===== config.mk =====
export PLATFORM = sky130hd
export DESIGN_NAME = pattern_sweep_ctrl
export DESIGN_NICKNAME = d
export VERILOG_FILES = /design/src/rtl/pattern_sweep_ctrl_pkg.sv /design/src/rtl/pattern_sweep_ctrl_misr.sv /design/src/rtl/pattern_sweep_ctrl.sv
export SDC_FILE = /design/constraint.sdc
export NUM_CORES = 1
export LEC_CHECK = 0
export BUFFER_PORTS_ARGS = -buffer_cell sky130_fd_sc_hd__buf_2
export CORE_MARGIN = 2
export CORE_UTILIZATION = 60
export DETAILED_ROUTE_END_ITERATION = 12
export PLACE_DENSITY = 0.93
export SETUP_SLACK_MARGIN = 0.15
export SKIP_CTS_REPAIR_TIMING = 1
export SYNTH_ARGS = -nofsm -noshare
export SYNTH_HDL_FRONTEND = slang
export SYNTH_SLANG_ARGS = --single-unit

===== constraint.sdc =====
create_clock -name CK -period 4.4 [get_ports CK]
set_input_delay 0.88 -clock CK [delete_from_list [all_inputs] [get_ports CK]]
set_output_delay 0.88 -clock CK [all_outputs]
set_load 0.05 [all_outputs]

===== src/rtl/pattern_sweep_ctrl_pkg.sv =====
// Shared definitions for the exhaustive pattern sweep controller: FSM state
// encoding, signature-register polynomial and seed, and the MISR step function
// used by the optional signature block (enabled with macro SWEEP_SIG_EN).
package pattern_sweep_ctrl_pkg;

  typedef enum logic [1:0] {
    ST_IDLE   = 2'd0,
    ST_SETTLE = 2'd1,
    ST_EMIT   = 2'd2,
    ST_DONE   = 2'd3
  } sweep_state_e;

  localparam logic [15:0] MISR_POLY = 16'h1021;
  localparam logic [15:0] MISR_SEED = 16'hFFFF;

  // One MISR update: shift left, fold the polynomial back in when the MSB
  // falls out, then mix in the (already zero-extended) response word.
  function automatic logic [15:0] misr_step(input logic [15:0] s,
                                            input logic [15:0] d);
    return {s[14:0], 1'b0} ^ (s[15] ? MISR_POLY : 16'h0000) ^ d;
  endfunction

endpackage


===== src/rtl/pattern_sweep_ctrl_misr.sv =====
// 16-bit multiple-input signature register that compresses every accepted
// response record of a sweep. Only instantiated when SWEEP_SIG_EN is defined.
module sweep_misr
  import pattern_sweep_ctrl_pkg::*;
#(
  parameter int N_OUT = 1
) (
  input  logic             CK,
  input  logic             reset,
  input  logic             clear,
  input  logic             upd,
  input  logic [N_OUT-1:0] data,
  output logic [15:0]      sig
);

  logic [15:0] sig_q;

  // Seed on reset or sweep start, otherwise fold in each accepted response.
  always_ff @(posedge CK or posedge reset) begin
    if (reset) begin
      sig_q <= MISR_SEED;
    end else if (clear) begin
      sig_q <= MISR_SEED;
    end else if (upd) begin
      sig_q <= misr_step(sig_q, 16'(data));
    end
  end

  assign sig = sig_q;

endmodule


===== src/rtl/pattern_sweep_ctrl.sv =====
// Exhaustive stimulus sweep controller. Drives every N_IN-bit vector to a
// device under test in ascending order, waits SETTLE cycles per vector,
// captures the response and hands it out as a valid/ready record.
// Optional: define SWEEP_SIG_EN to add a 16-bit response signature port (sig).
module pattern_sweep_ctrl
  import pattern_sweep_ctrl_pkg::*;
#(
  parameter int N_IN   = 3,
  parameter int N_OUT  = 1,
  parameter int SETTLE = 1
) (
  input  logic             CK,
  input  logic             reset,
  input  logic             start,
  input  logic             abort,
  output logic [N_IN-1:0]  dut_in,
  input  logic [N_OUT-1:0] dut_out,
  output logic             rec_valid,
  input  logic             rec_ready,
  output logic [N_IN-1:0]  rec_vec,
  output logic [N_OUT-1:0] rec_resp,
`ifdef SWEEP_SIG_EN
  output logic [15:0]      sig,
`endif
  output logic             busy,
  output logic             done
);

  // Last vector of the sweep; reaching it ends the sweep instead of wrapping.
  localparam logic [N_IN-1:0] VEC_LAST = '1;
  // Counter reload so that a vector spends exactly SETTLE cycles in SETTLE.
  localparam logic [7:0]      CNT_LOAD = 8'(SETTLE - 1);

  sweep_state_e     state_q;
  logic [7:0]       cnt_q;
  logic [N_IN-1:0]  dut_in_q;
  logic             rec_valid_q;
  logic [N_IN-1:0]  rec_vec_q;
  logic [N_OUT-1:0] rec_resp_q;
  logic             done_q;

  // Sweep FSM with all outputs registered; abort overrides any other activity.
  always_ff @(posedge CK or posedge reset) begin
    if (reset) begin
      state_q     <= ST_IDLE;
      cnt_q       <= '0;
      dut_in_q    <= '0;
      rec_valid_q <= 1'b0;
      rec_vec_q   <= '0;
      rec_resp_q  <= '0;
      done_q      <= 1'b0;
    end else begin
      done_q <= 1'b0;
      if (abort && (state_q != ST_IDLE)) begin
        state_q     <= ST_IDLE;
        cnt_q       <= '0;
        dut_in_q    <= '0;
        rec_valid_q <= 1'b0;
      end else begin
        case (state_q)
          ST_IDLE: begin
            // abort in IDLE is ignored, but start+abort together must not launch.
            if (start && !abort) begin
              state_q  <= ST_SETTLE;
              dut_in_q <= '0;
              cnt_q    <= CNT_LOAD;
            end
          end
          ST_SETTLE: begin
            if (cnt_q == 8'd0) begin
              rec_vec_q   <= dut_in_q;
              rec_resp_q  <= dut_out;
              rec_valid_q <= 1'b1;
              state_q     <= ST_EMIT;
            end else begin
              cnt_q <= cnt_q - 8'd1;
            end
          end
          ST_EMIT: begin
            // rec_valid is always high here, so rec_ready alone completes the handshake.
            if (rec_ready) begin
              rec_valid_q <= 1'b0;
              if (dut_in_q == VEC_LAST) begin
                state_q <= ST_DONE;
              end else begin
                dut_in_q <= dut_in_q + 1'b1;
                cnt_q    <= CNT_LOAD;
                state_q  <= ST_SETTLE;
              end
            end
          end
          ST_DONE: begin
            done_q   <= 1'b1;
            dut_in_q <= '0;
            state_q  <= ST_IDLE;
          end
          default: begin
            state_q <= ST_IDLE;
          end
        endcase
      end
    end
  end

  assign dut_in    = dut_in_q;
  assign rec_valid = rec_valid_q;
  assign rec_vec   = rec_vec_q;
  assign rec_resp  = rec_resp_q;
  assign done      = done_q;
  assign busy      = (state_q != ST_IDLE);

`ifdef SWEEP_SIG_EN
  logic sweep_start;
  logic rec_hs;

  // Signature is seeded when a sweep launches and updated on every accepted
  // record; an aborted handshake does not count as accepted.
  assign sweep_start = (state_q == ST_IDLE) && start && !abort;
  assign rec_hs      = (state_q == ST_EMIT) && rec_valid_q && rec_ready && !abort;

  sweep_misr #(
    .N_OUT(N_OUT)
  ) u_misr (
    .CK   (CK),
    .reset(reset),
    .clear(sweep_start),
    .upd  (rec_hs),
    .data (rec_resp_q),
    .sig  (sig)
  );
`endif

endmodule


Word-level counts from Yosys, hierarchy flattened
Cells that the tools add are included.
{ "classes": {"addsub": 2, "n_eq_ne": 9, "mux": 23, "bitwise": 1, "reduce_logical": 14} }
{ "op_table": {"columns": ["operator", "count"], "rows": [
  ["2-to-1 mux 8 bit", 5],
  ["one-hot mux 8 bit (3 select lines)", 1],
  ["!= test 3 bit (second input constant)", 5],
  ["2-to-1 mux 3 bit", 4],
  ["2-to-1 mux 2 bit", 5],
  ["one-hot mux 3 bit (3 select lines)", 1],
  ["AND reduction 3 bit", 3],
  ["zero test 8 bit", 1],
  ["one-hot mux 2 bit (4 select lines)", 1],
  ["nonzero test 4 bit", 2],
  ["subtractor 8 x 1 -> 8 bit (second input constant)", 1],
  ["2-to-1 mux 1 bit", 5],
  ["AND reduction 5 bit", 1],
  ["equality test 2 bit (second input constant)", 2],
  ["AND reduction 4 bit", 1],
  ["adder 3 x 1 -> 3 bit (second input constant)", 1],
  ["equality test 3 bit (second input constant)", 1],
  ["nonzero test 3 bit", 1],
  ["equality test 2 x 1 -> 1 bit (second input constant)", 1],
  ["logical AND 1 bit", 2],
  ["zero test 2 bit", 1],
  ["one-hot mux 1 bit (2 select lines)", 1],
  ["nonzero test 2 bit", 1],
  ["zero test 1 bit", 1],
  ["inverter 1 bit", 1]
]} }
{ "word_totals": {"regBits": 19, "input_bits": 6, "output_inout_bits": 10} }

Depth between registers and ports, before layout
Gate-level depths: netlist (run 1).
{ "logic_depth": {"depth_word": 5, "ltp_mapped": 8, "ltp_nobuf": 6} }

Least setup slack after synthesis (run 1)
No wires, ideal clock.
{ "synth_path": {"path_kind": "register -> register", "start": "register dut_in_q[0], in the netlist dut_in[0]", "end": "register cnt_q[6]", "t_arrival_ns": 2.128, "required_ns": 4.333, "slack_ns": 2.205, "path_stages_with_launch": 7, "n_path_buf": 0, "synth_period_minus_slack_ns": 2.195, "cell_sequence": "dfrtp_1 -> ha_1 -> ha_1 -> nand2b_1 -> a2111oi_1 -> and2_1 -> a32o_1"} }
{ "synth_between": {"elab_chain_cells": 3} }
{ "synth_rtl": {"columns": ["item", "line_no", "text"], "rows": [
  ["start: declaration", "pattern_sweep_ctrl.sv:36", "logic [N_IN-1:0] dut_in_q;"],
  ["start signal: assignment", "pattern_sweep_ctrl.sv:86", "dut_in_q <= dut_in_q + 1'b1;"],
  ["equality test 3 bit", "pattern_sweep_ctrl.sv:83", "if (dut_in_q == VEC_LAST) begin"],
  ["!= test 3 bit (no source line)", null, null],
  ["AND reduction 5 bit (no source line)", null, null],
  ["end signal: assignment", "pattern_sweep_ctrl.sv:76", "cnt_q <= cnt_q - 8'd1;"],
  ["end: declaration", "pattern_sweep_ctrl.sv:35", "logic [7:0] cnt_q;"]
]} }
No other way between the ends.
A chain may end at the register's enable or synchronous reset.

Final worst setup path (run 1)
{ "layout_path": {"start": "register state_q[0]", "end": "output busy"} }
{ "layout_between": {"elab_chain_cells": 1} }
{ "layout_rtl": {"columns": ["item", "line_no", "text"], "rows": [
  ["start: declaration", "pattern_sweep_ctrl.sv:34", "sweep_state_e state_q;"],
  ["start signal: assignment", "pattern_sweep_ctrl.sv:45", "state_q <= ST_IDLE;"],
  ["start signal: assignment", "pattern_sweep_ctrl.sv:55", "state_q <= ST_IDLE;"],
  ["start signal: assignment", "pattern_sweep_ctrl.sv:64", "state_q <= ST_SETTLE;"],
  ["nonzero test 2 bit", "pattern_sweep_ctrl.sv:110", "assign busy = (state_q != ST_IDLE);"],
  ["end: declaration", "pattern_sweep_ctrl.sv:25", "output logic busy,"]
]} }
No other way between the ends.

==> summary.md, run 1 <==
| Metric | Value |
|---|---|
| Status | `complete, no violations` |
| Final worst path period share | `55.2%` |
| Maxcap violations | `0` |
| Stages on worst setup path | `4` |
| Final Max Slew Viols | `0` |
| Clock skew | `0.00844 ns` |
| Die ar. | `2360 µm²` |
| Final WL | `2370 µm` |
| Compound-cell area share of the yosys netlist | `around 17%` |
| Tot GR Track Use | `23.0%` |
| Mux contribution to synthesized area | `10.9%` |
| Fmax | `0.412 GHz` |
| Post-synth EDFFs | `0` |
| Post-synthesis sequential area ratio | `40.0%` |
| Global placer's final weighted congestion | `0.940` |
| GRT busiest layer | `met2` |
| Port Buf Inserts | `15` |
| Syn avg cell area | `around 11 µm²` |
| Total Nets Final | `144` |
| R2r worst-path depth | `6` |
| Wire length per cell | `between 15 and 20 µm` |
| Hold Vio Cnt, Final | `0` |
| Share of flip-flops with an asynchronous set or reset | `100%` |
| Post-Synth XOR/XNOR Area | `0%` |
| Register bit count reported by yosys | `19` |
| Post-Synth Simple-Gate Area | `18.5%` |
| Die height | `48.5 µm` |
| Width of the die | `48.5 µm` |
| Share of layout cells above drive strength 1 | `22.7%` |
| CP most frequent cell | `inv_1` |
| Crit. Startpoint | `state_q[0]` |
| VDD IR max | `0.477 mV` |
| Clock sink count | `19` |
| RSZ-0062 raised after global routing | `false` |
| Synth warn | `0` |
| Worst Path Required | `3.52 ns` |
| Mapped Cells | `112` |
| Mapped Area | `1190 µm²` |
| DR vias | `953` |
| Number of global-route vias before repair | `923` |
| Buf/Inv on CP | `3` |
| TritonCTS clock tree | `yes` |
| Startpoint Class | `flop` |
| Largest family of logic cells by synthesized area | `simple AND/OR/NAND/NOR gates` |
| Slowest CP cell | `dfrtp_1` |
| TritonCTS buffer count | `3` |
| Yosys cell types | `40` |
| Largest net degree at the start of global routing | `20` |
| Crit path max-delay family | `buffers and inverters` |
| Routed Antenna Nets | `0` |
| Setup TNS | `0 ns` |
| Final core utilization | `68.2%` |
| Slew at the pin closest to its max-slew limit | `0.745 ns` |
| H-tree levels | `1` |
| M3 GR Usage | `between 4 and 5%` |
| Vias per cell | `6.15` |
| Met1 Use GR | `29.6%` |
| Worst hold-check path type | `reg -> reg` |
| Initial Util | `about three fifths` |
| FP Rows | `16` |
| Overflow after GRT | `0` |
| R2r startpoint | `dut_in[0]` |
| Critical Path Fanout Max | `6` |
| Worst path max stage delay | `approximately 0.47 ns` |
| Kind of critical path | `reg -> out` |
| Grt met2 use | `38.0%` |
| Worst-path cell chain | `inv_1 > ha_1 > inv_1 > buf_2` |
| Final setup viols | `0` |
| Critical path arrival | `1.55 ns` |
| Ports | `16` |
| Initial DRC Count | `33` |
| Pwr dens | `749 nW/µm²` |
| R2R setup slack | `around 2.1 ns` |
| DRT Pass-1 Iters | `4` |
| Critical Path End | `busy` |
| Hpwl dp | `1750 µm` |
| Main synth FF type | `dfrtp_1` |
| Syn Nets | `~130` |
| Crit path capture type | `output port` |
| CORE AREA | `slightly below 2000 µm²` |
| R2R Path End | `cnt_q[3]` |
| Maximum clock insertion buffer count | `2` |
| Layout area overhead | `10.2%` |
| Initial antenna violation count | `0` |
| Min Tclk post-route | `approximately 2.4 ns` |
| First-pass GRT wire length | `about 4200 µm` |
| Synth Area in Adders | `under 10%` |
| Worst-skew pair later-pin latency | `0.30 ns` |
| P_leak | `0.666 nW` |
| Root buffer cell | `clkbuf_4` |
| Diodes inserted | `0` |
| Remaining DRCs | `0` |
| CTS clk-pin slew, worst paths | `about 0.11 ns` |
| Relative slew slack | `50.2%` |
how the worst min path moves through the flow:
stage,from,to,slack [ns],cells after the start
floorplan,cnt_q[7],cnt_q[7],0.45,1
global placement,rec_valid,rec_valid,0.47,1
detailed placement,rec_valid,rec_valid,0.48,1
CTS,rec_valid,rec_valid,0.50,1
global route,rec_valid,rec_valid,0.54,1
finish,rec_valid,rec_valid,0.50,1
cell type report:
type / instances / area, µm²
Multi-Input combinational cell: 79 / 659
Fill cell: 156 / 611
Sequential cell: 19 / 475
Timing Repair Buffer: 15 / 75.1
Inverter: 11 / 41.3
Tap cell: 27 / 33.8
Clock buffer: 4 / 26.3
kinds of logic after synthesis:
family | count (synthesis)
simple gates | 35
mux | 11
buf+inv | 14
compound gates | 24
fa+ha+maj | 9
flops | 19
per-stage QoR:
stage	instance area, µm²	total power [mW]	hold slack [ns]	worst slack, ns	instances
finish	1310	0.982	0.496	1.97	155
floorplan	1190	0.773	0.453	2.20	112
global placement	1280	0.867	0.474	2.07	151
detailed placement	1280	0.887	0.478	2.05	151
global route	1310	1.06	0.542	1.90	155
CTS	1310	0.976	0.502	2.00	155
layout by cell type (no fill, tap or decap), drive strengths merged, types with 2 or more instances in the layout:
cell type / synthesis / final
a31oi: 2 / 2
nand2b: 3 / 3
nand2: 4 / 4
o2111ai: 4 / 4
ha: 9 / 9
o21ai: 4 / 4
nor3: 3 / 3
nor3b: 3 / 3
clkbuf: 1 / 4
and3: 5 / 5
nor2: 5 / 5
mux2: 10 / 10
a32o: 2 / 2
and2: 4 / 4
buf: 2 / 15
nand3: 3 / 3
dfrtp: 19 / 19
inv: 11 / 11
synthesized netlist by cell type (2+ instances only):
| library cell | instances | area share (%) |
|---|---|---|
| mux2_4 | 2 | 2.5 |
| nor3_1 | 3 | 1.3 |
| o21ai_1 | 3 | 1.3 |
| a32o_1 | 2 | 1.7 |
| mux2_2 | 4 | 3.8 |
| nand2b_1 | 3 | 1.6 |
| inv_1 | 11 | 3.5 |
| nand3_1 | 3 | 1.3 |
| dfrtp_1 | 19 | 40 |
| nand2_1 | 4 | 1.3 |
| and3_1 | 4 | 2.1 |
| nor3b_1 | 3 | 1.9 |
| o2111ai_1 | 4 | 2.9 |
| nor2_1 | 5 | 1.6 |
| and2_1 | 4 | 2.1 |
| buf_2 | 2 | 0.84 |
| mux2_1 | 4 | 3.8 |
| a31oi_1 | 2 | 1.1 |
| ha_1 | 9 | 9.5 |
per-layer routing:
metal,vias up,wire (µm),part of all wire [%]
met2,36,1140,48
met5,-,0,0
met1,464,1070,45
met4,0,33,1.4
met3,5,128,5.4
li1,448,-,-
power breakdown:
group          switching (mW)  total [mW]  leakage (nW)  internal, mW
logic                   0.369       0.608         0.398         0.238
clock network          0.0527      0.0881        0.0150        0.0354
registers              0.0572       0.286         0.253         0.229
total                   0.479       0.982         0.666         0.503
flip-flops by register name, indices dropped and copies added, names as in the netlist:
signal     flops
rec_resp       1
rec_vec        3
cnt_q          8
state_q        2
dut_in         3
rec_valid      1
done           1
Note: power is estimated with default switching activity, not from simulation.
==> run 2: changes to the inputs <==
Settings changed: CORE_UTILIZATION 60 to 50, PLACE_DENSITY 0.93 to 0.84.
Clock period 4.4 ns to 2 ns, I/O delays scaled along.
==> summary.md, run 2 (synthesized netlist as in run 1, its figures left out) <==
| Metric | Value |
|---|---|
| Status | `complete, no violations (unchanged)` |
| Total power | `2.58 mW (was 0.982 mW)` |
| Crit path capture type | `flop (was output port)` |
| Critical Path Fanout Max | `4 (was 6)` |
| Final WL | `2790 µm (was 2370 µm)` |
| Wire length per cell | `16.4 µm (was 15.3 µm)` |
| Global placer's final weighted congestion | `0.906 (was 0.940)` |
| Maxcap violations | `0 (unchanged)` |
| Final Max Slew Viols | `0 (unchanged)` |
| Total Nets Final | `158 (was 144)` |
| Clock sink count | `19 (unchanged)` |
| DR vias | `1,041 (was 953)` |
| Pwr dens | `1660 nW/µm² (was 749 nW/µm²)` |
| Largest net degree at the start of global routing | `20 (unchanged)` |
| Setup TNS | `0 ns (unchanged)` |
| R2R setup slack | `0.13 ns (was 2.12 ns)` |
| Worst Path Required | `2.19 ns (was 3.52 ns)` |
| Worst-skew pair later-pin latency | `0.29 ns (was 0.30 ns)` |
| Worst hold-check path type | `in -> async (was reg -> reg)` |
| Share of layout cells above drive strength 1 | `43.7% (was 22.7%)` |
| Most frequent cells in the layout | `dfrtp_1, buf_2, buf_4 (was dfrtp_1, buf_2, inv_1)` |
| Slew at the pin closest to its max-slew limit | `0.724 ns (was 0.745 ns)` |
| Initial DRC Count | `57 (was 33)` |
| FP Rows | `17 (was 16)` |
| Crit. Startpoint | `dut_in[1] (was state_q[0])` |
| VDD IR max | `1.10 mV (was 0.477 mV)` |
| DRT Pass-1 Iters | `4 (unchanged)` |
| CORE AREA | `2230 µm² (was 1920 µm²)` |
| Min Tclk post-route | `1.87 ns` |
| Layout area overhead | `31.2% (was 10.2%)` |
| Maximum clock insertion buffer count | `2 (unchanged)` |
| Number of global-route vias before repair | `964 (was 923)` |
| Die ar. | `2790 µm² (was 2360 µm²)` |
| CTS clk-pin slew, worst paths | `0.12 ns (was 0.11 ns)` |
| Startpoint Class | `flop (unchanged)` |
| RSZ-0062 raised after global routing | `true (was false)` |
| Internal Power | `1.34 mW (was 0.503 mW)` |
| Combinational share of power | `68.0% (was 61.9%)` |
| Initial Util | `53.3% (was 61.9%)` |
| Clock Power Share | `7.7% (was 9.0%)` |
| Sequential Power Share | `24.3% (was 29.2%)` |
| Die height | `52.8 µm (was 48.5 µm)` |
| Ports | `16 (unchanged)` |
| Routed Antenna Nets | `0 (unchanged)` |
| Remaining DRCs | `0 (unchanged)` |
| Final worst path period share | `93.4%` |
| Largest register FFs | `8 (unchanged)` |
| Critical path arrival | `2.06 ns (was 1.55 ns)` |
| Initial antenna violation count | `0 (unchanged)` |
| First-pass GRT wire length | `4280 µm (was 4190 µm)` |
| Width of the die | `52.8 µm (was 48.5 µm)` |
| Overflow after GRT | `0 (unchanged)` |
| Final core utilization | `69.9% (was 68.2%)` |
| Kind of critical path | `reg -> reg (was reg -> out)` |
| Finished Cell Area | `1560 µm² (was 1310 µm²)` |
| H-tree levels | `1 (unchanged)` |
| R2r worst-path depth | `6 (unchanged)` |
| Vias per cell | `6.12 (was 6.15)` |
| Commonest non-fill, non-tap cell in the layout | `dfrtp_1 (unchanged)` |
| Sw Ratio | `48.0% (was 48.8%)` |
| Biggest register | `cnt_q (unchanged)` |
| Fmax | `around 0.54 GHz` |
| Relative slew slack | `51.7% (was 50.2%)` |
| Clock skew | `0.00350 ns (was 0.00844 ns)` |
| R2R Path End | `cnt_q[1] (was cnt_q[3])` |
| Root buffer cell | `clkbuf_4 (unchanged)` |
| Diodes inserted | `0 (unchanged)` |
| Hpwl dp | `2020 µm (was 1750 µm)` |
| TritonCTS clock tree | `yes (unchanged)` |
| Final setup viols | `0 (unchanged)` |
| TritonCTS buffer count | `3 (unchanged)` |
| P_leak | `0.739 nW (was 0.666 nW)` |
| Hold Vio Cnt, Final | `0 (unchanged)` |
| Placed cell area | `1410 µm² (was 1280 µm²)` |
| Tot GR Track Use | `20.8% (was 23.0%)` |
| R2r startpoint | `dut_in[1] (was dut_in[0])` |
| P_sw | `1.24 mW (was 0.479 mW)` |
| Port Buf Inserts | `15 (unchanged)` |
-- run 2: changes by cell type in the layout (fill, tap and decap cells not counted), sizes merged --
cell	change
buf	+14
clkinv	+1
clkbuf	-1
-- run 2: worst max-delay path by stage --
stage	endpoint	slack, ns
floorplan	cnt_q[1]	0.11
global placement	cnt_q[3]	0.13
detailed placement	rec_valid	0.07
CTS	cnt_q[4]	0.009
global route	cnt_q[3]	0.07
finish	cnt_q[1]	0.13
-- run 2: layout make-up --
class,count,area [µm²]
clock buffer,3,22.5
clock inverter,1,5.00
fill,166,672
inverter,11,41.3
multi-input combinational,79,795
sequential,19,479
tap,28,35.0
timing repair buffer,29,184
-- run 2: routing by layer --
metal / wire, µm / share of wire (%) / GRT usage [%] / up-vias
li1: - / - / - / 481
met4: 23 / 0.82 / 4.70 / 0
met3: 153 / 5.5 / 2.00 / 9
met5: 0 / 0 / 0 / -
met2: 1400 / 50 / 37.5 / 61
met1: 1210 / 43 / 26.7 / 490
-- run 2: worst max-delay path, stage by stage (launching register included) --
cell and delay (ns):
dfrtp_2 0.46, ha_4 0.17, ha_4 0.16, nand2b_4 0.16, a32oi_4 0.26, and3_4 0.26
mux2_4 0.30
-- run 2: per-stage QoR --
stage          setup slack (ns)  hold WS (ns)  cells
6_report                  0.133         0.201    170
5_1_grt                  0.0666         0.292    170
4_1_cts                 0.00879         0.230    164
3_5_place_dp             0.0656         0.479    160
3_3_place_gp              0.132         0.470    160
2_1_floorplan             0.106         0.351    112
-- run 2: power groups by stage --
| stage | sequential, mW | clock (mW) | combinational (mW) |
|---|---|---|---|
| 3_5_place_dp | 0.636 | 0 | 1.50 |
| 6_report | 0.627 | 0.199 | 1.76 |
| 2_1_floorplan | 0.760 | 0 | 0.999 |
| 3_3_place_gp | 0.625 | 0 | 1.45 |
| 4_1_cts | 0.628 | 0.205 | 1.51 |
| 5_1_grt | 0.642 | 0.214 | 1.88 |
==> run 3: changes to the inputs <==
==> constraint.sdc (replaced) <==
create_clock -name CK -period 2 [get_ports CK]
set_input_delay 0.1 -clock CK [delete_from_list [all_inputs] [get_ports CK]]
set_output_delay 0.1 -clock CK [all_outputs]
set_load 0.05 [all_outputs]
==> summary.md, run 3 (synthesized netlist as in run 1, its figures left out) <==
| Metric | Value |
|---|---|
| Initial Util | `53.3% (unchanged)` |
| Share of layout cells above drive strength 1 | `45.1% (was 43.7%)` |
| R2R setup slack | `0.11 ns (was 0.13 ns)` |
| Layout area overhead | `32.9% (was 31.2%)` |
| Hold path startpoint | `dut_out` |
| Min Tclk post-route | `1.89 ns (was 1.87 ns)` |
| Tot GR Track Use | `22.0% (was 20.8%)` |
| Final setup viols | `0 (unchanged)` |
| Port Buf Inserts | `15 (unchanged)` |
| Most frequent cells in the layout | `dfrtp_1, buf_2, buf_4 (unchanged)` |
| H-tree levels | `1 (unchanged)` |
| Startpoint Class | `flop (unchanged)` |
| Multi-input combinational cell area | `786 µm² (was 795 µm²)` |
| Wire length per cell | `16.6 µm (was 16.4 µm)` |
| Slew at the pin closest to its max-slew limit | `0.701 ns (was 0.724 ns)` |
| CORE AREA | `2230 µm² (unchanged)` |
| Overflow after GRT | `0 (unchanged)` |
| Width of the die | `52.8 µm (unchanged)` |
| R2r startpoint | `dut_in[0] (was dut_in[1])` |
| Initial antenna violation count | `0 (unchanged)` |
| Worst-skew pair later-pin latency | `0.30 ns (was 0.29 ns)` |
| Kind of critical path | `reg -> reg (unchanged)` |
| Setup TNS | `0 ns (unchanged)` |
| Total power | `2.59 mW (was 2.58 mW)` |
| Final core utilization | `70.8% (was 69.9%)` |
| DR vias | `1,041 (unchanged)` |
| DRT Pass-1 Iters | `5 (was 4)` |
| Number of global-route vias before repair | `965 (was 964)` |
| TritonCTS buffer count | `3 (unchanged)` |
| Relative slew slack | `53.2% (was 51.7%)` |
| Pwr dens | `1640 nW/µm² (was 1660 nW/µm²)` |
| Initial DRC Count | `31 (was 57)` |
| Final WL | `2850 µm (was 2790 µm)` |
| Maximum clock insertion buffer count | `2 (unchanged)` |
| Clock sink count | `19 (unchanged)` |
| Hold Vio Cnt, Final | `0 (unchanged)` |
| Placed Cells incl. Taps | `158 (was 160)` |
| R2r worst-path depth | `6 (unchanged)` |
| Remaining DRCs | `0 (unchanged)` |
| Worst Path Required | `2.20 ns (was 2.19 ns)` |
| P_leak | `0.753 nW (was 0.739 nW)` |
| RSZ-0062 raised after global routing | `true (unchanged)` |
| R2R Path End | `cnt_q[1] (unchanged)` |
| Ports | `16 (unchanged)` |
| Commonest non-fill, non-tap cell in the layout | `dfrtp_1 (unchanged)` |
| Largest register FFs | `8 (unchanged)` |
| Clock skew | `0.00309 ns (was 0.00350 ns)` |
| Fillers | `147 (was 166)` |
| Maxcap violations | `0 (unchanged)` |
| Diodes inserted | `0 (unchanged)` |
| Final Non-Filler Cells | `172 (was 170)` |
| Largest net degree at the start of global routing | `20 (unchanged)` |
| Hpwl dp | `1910 µm (was 2020 µm)` |
| Critical path arrival | `2.09 ns (was 2.06 ns)` |
| Routed Antenna Nets | `0 (unchanged)` |
| Crit. Startpoint | `dut_in[0] (was dut_in[1])` |
| CTS clk-pin slew, worst paths | `0.12 ns (about the same)` |
| FP Rows | `17 (unchanged)` |
| Root buffer cell | `clkbuf_4 (unchanged)` |
| Die height | `52.8 µm (unchanged)` |
| Status | `complete, no violations (unchanged)` |
| TritonCTS clock tree | `yes (unchanged)` |
| First-pass GRT wire length | `4420 µm (was 4280 µm)` |
| Final worst path period share | `94.3% (was 93.4%)` |
| Fmax | `0.530 GHz (was 0.536 GHz)` |
| Worst hold-check path type | `in -> reg (was in -> async)` |
| Crit path capture type | `flop (unchanged)` |
| Total Nets Final | `160 (was 158)` |
| Critical Path End | `cnt_q[1] (unchanged)` |
| Vias per cell | `6.05 (was 6.12)` |
| Die ar. | `2790 µm² (unchanged)` |
| Global placer's final weighted congestion | `0.901 (was 0.906)` |
| FF+latch area | `479 µm² (unchanged)` |
| Biggest register | `cnt_q (unchanged)` |
| Final Max Slew Viols | `0 (unchanged)` |
| Critical Path Fanout Max | `6 (was 4)` |
| VDD IR max | `1.29 mV (was 1.10 mV)` |
[run 3: cell types whose count changed in the layout (fill, tap and decap cells not counted), sizes merged]
cell / previous run / this run
buf: 29 / 30
dlygate4sd3: 0 / 1
[run 3: routing by layer]
metal / part of all wire, % / global-route usage, % / up-vias
li1: - / - / 483
met1: 42 / 27.4 / 516
met2: 52 / 37.1 / 38
met3: 5.1 / 4.57 / 4
met4: 0.95 / 8.12 / 0
met5: 0 / 0 / -
[run 3: worst min-delay path by stage]
stage,end,slack [ns],depth (start not counted)
2_1_floorplan,cnt_q[0],0.05,1
3_3_place_gp,rec_resp,0.24,2
3_5_place_dp,rec_resp,0.25,2
4_1_cts,state_q[0],-0.09,2
5_1_grt,rec_resp,0.02,2
6_report,rec_resp,0.03,2
[run 3: report_power, final]
part	internal, mW	leakage [nW]	total [mW]	switching [mW]
Combinational	0.776	0.486	1.74	0.960
Sequential	0.507	0.249	0.650	0.143
Clock	0.0745	0.0177	0.204	0.129
Total	1.36	0.753	2.59	1.23
[run 3: critical path: stages, from the launching register on]
cell      delay (ns)
dfrtp_2         0.46
ha_4            0.17
ha_4            0.15
nand2b_4        0.16
a32oi_4         0.27
and3_4          0.27
mux2_4          0.30
[run 3: area by class of cell]
cell class / instances / share of cell area [%]
Clock buffer: 3 / 1.42
Clock inverter: 1 / 0.316
Inverter: 11 / 2.77
Multi-Input combinational cell: 79 / 49.7
Sequential cell: 19 / 30.3
Tap cell: 28 / 2.22
Timing Repair Buffer: 31 / 13.3
[run 3: per-stage QoR]
step	instance area, µm²	setup slack [ns]	hold WS (ns)
floorplan	1250	0.106	0.0510
global placement	1390	0.117	0.244
detailed placement	1390	0.0477	0.250
CTS	1420	0.0193	-0.0861
global route	1580	0.0455	0.0213
finish	1580	0.115	0.0257
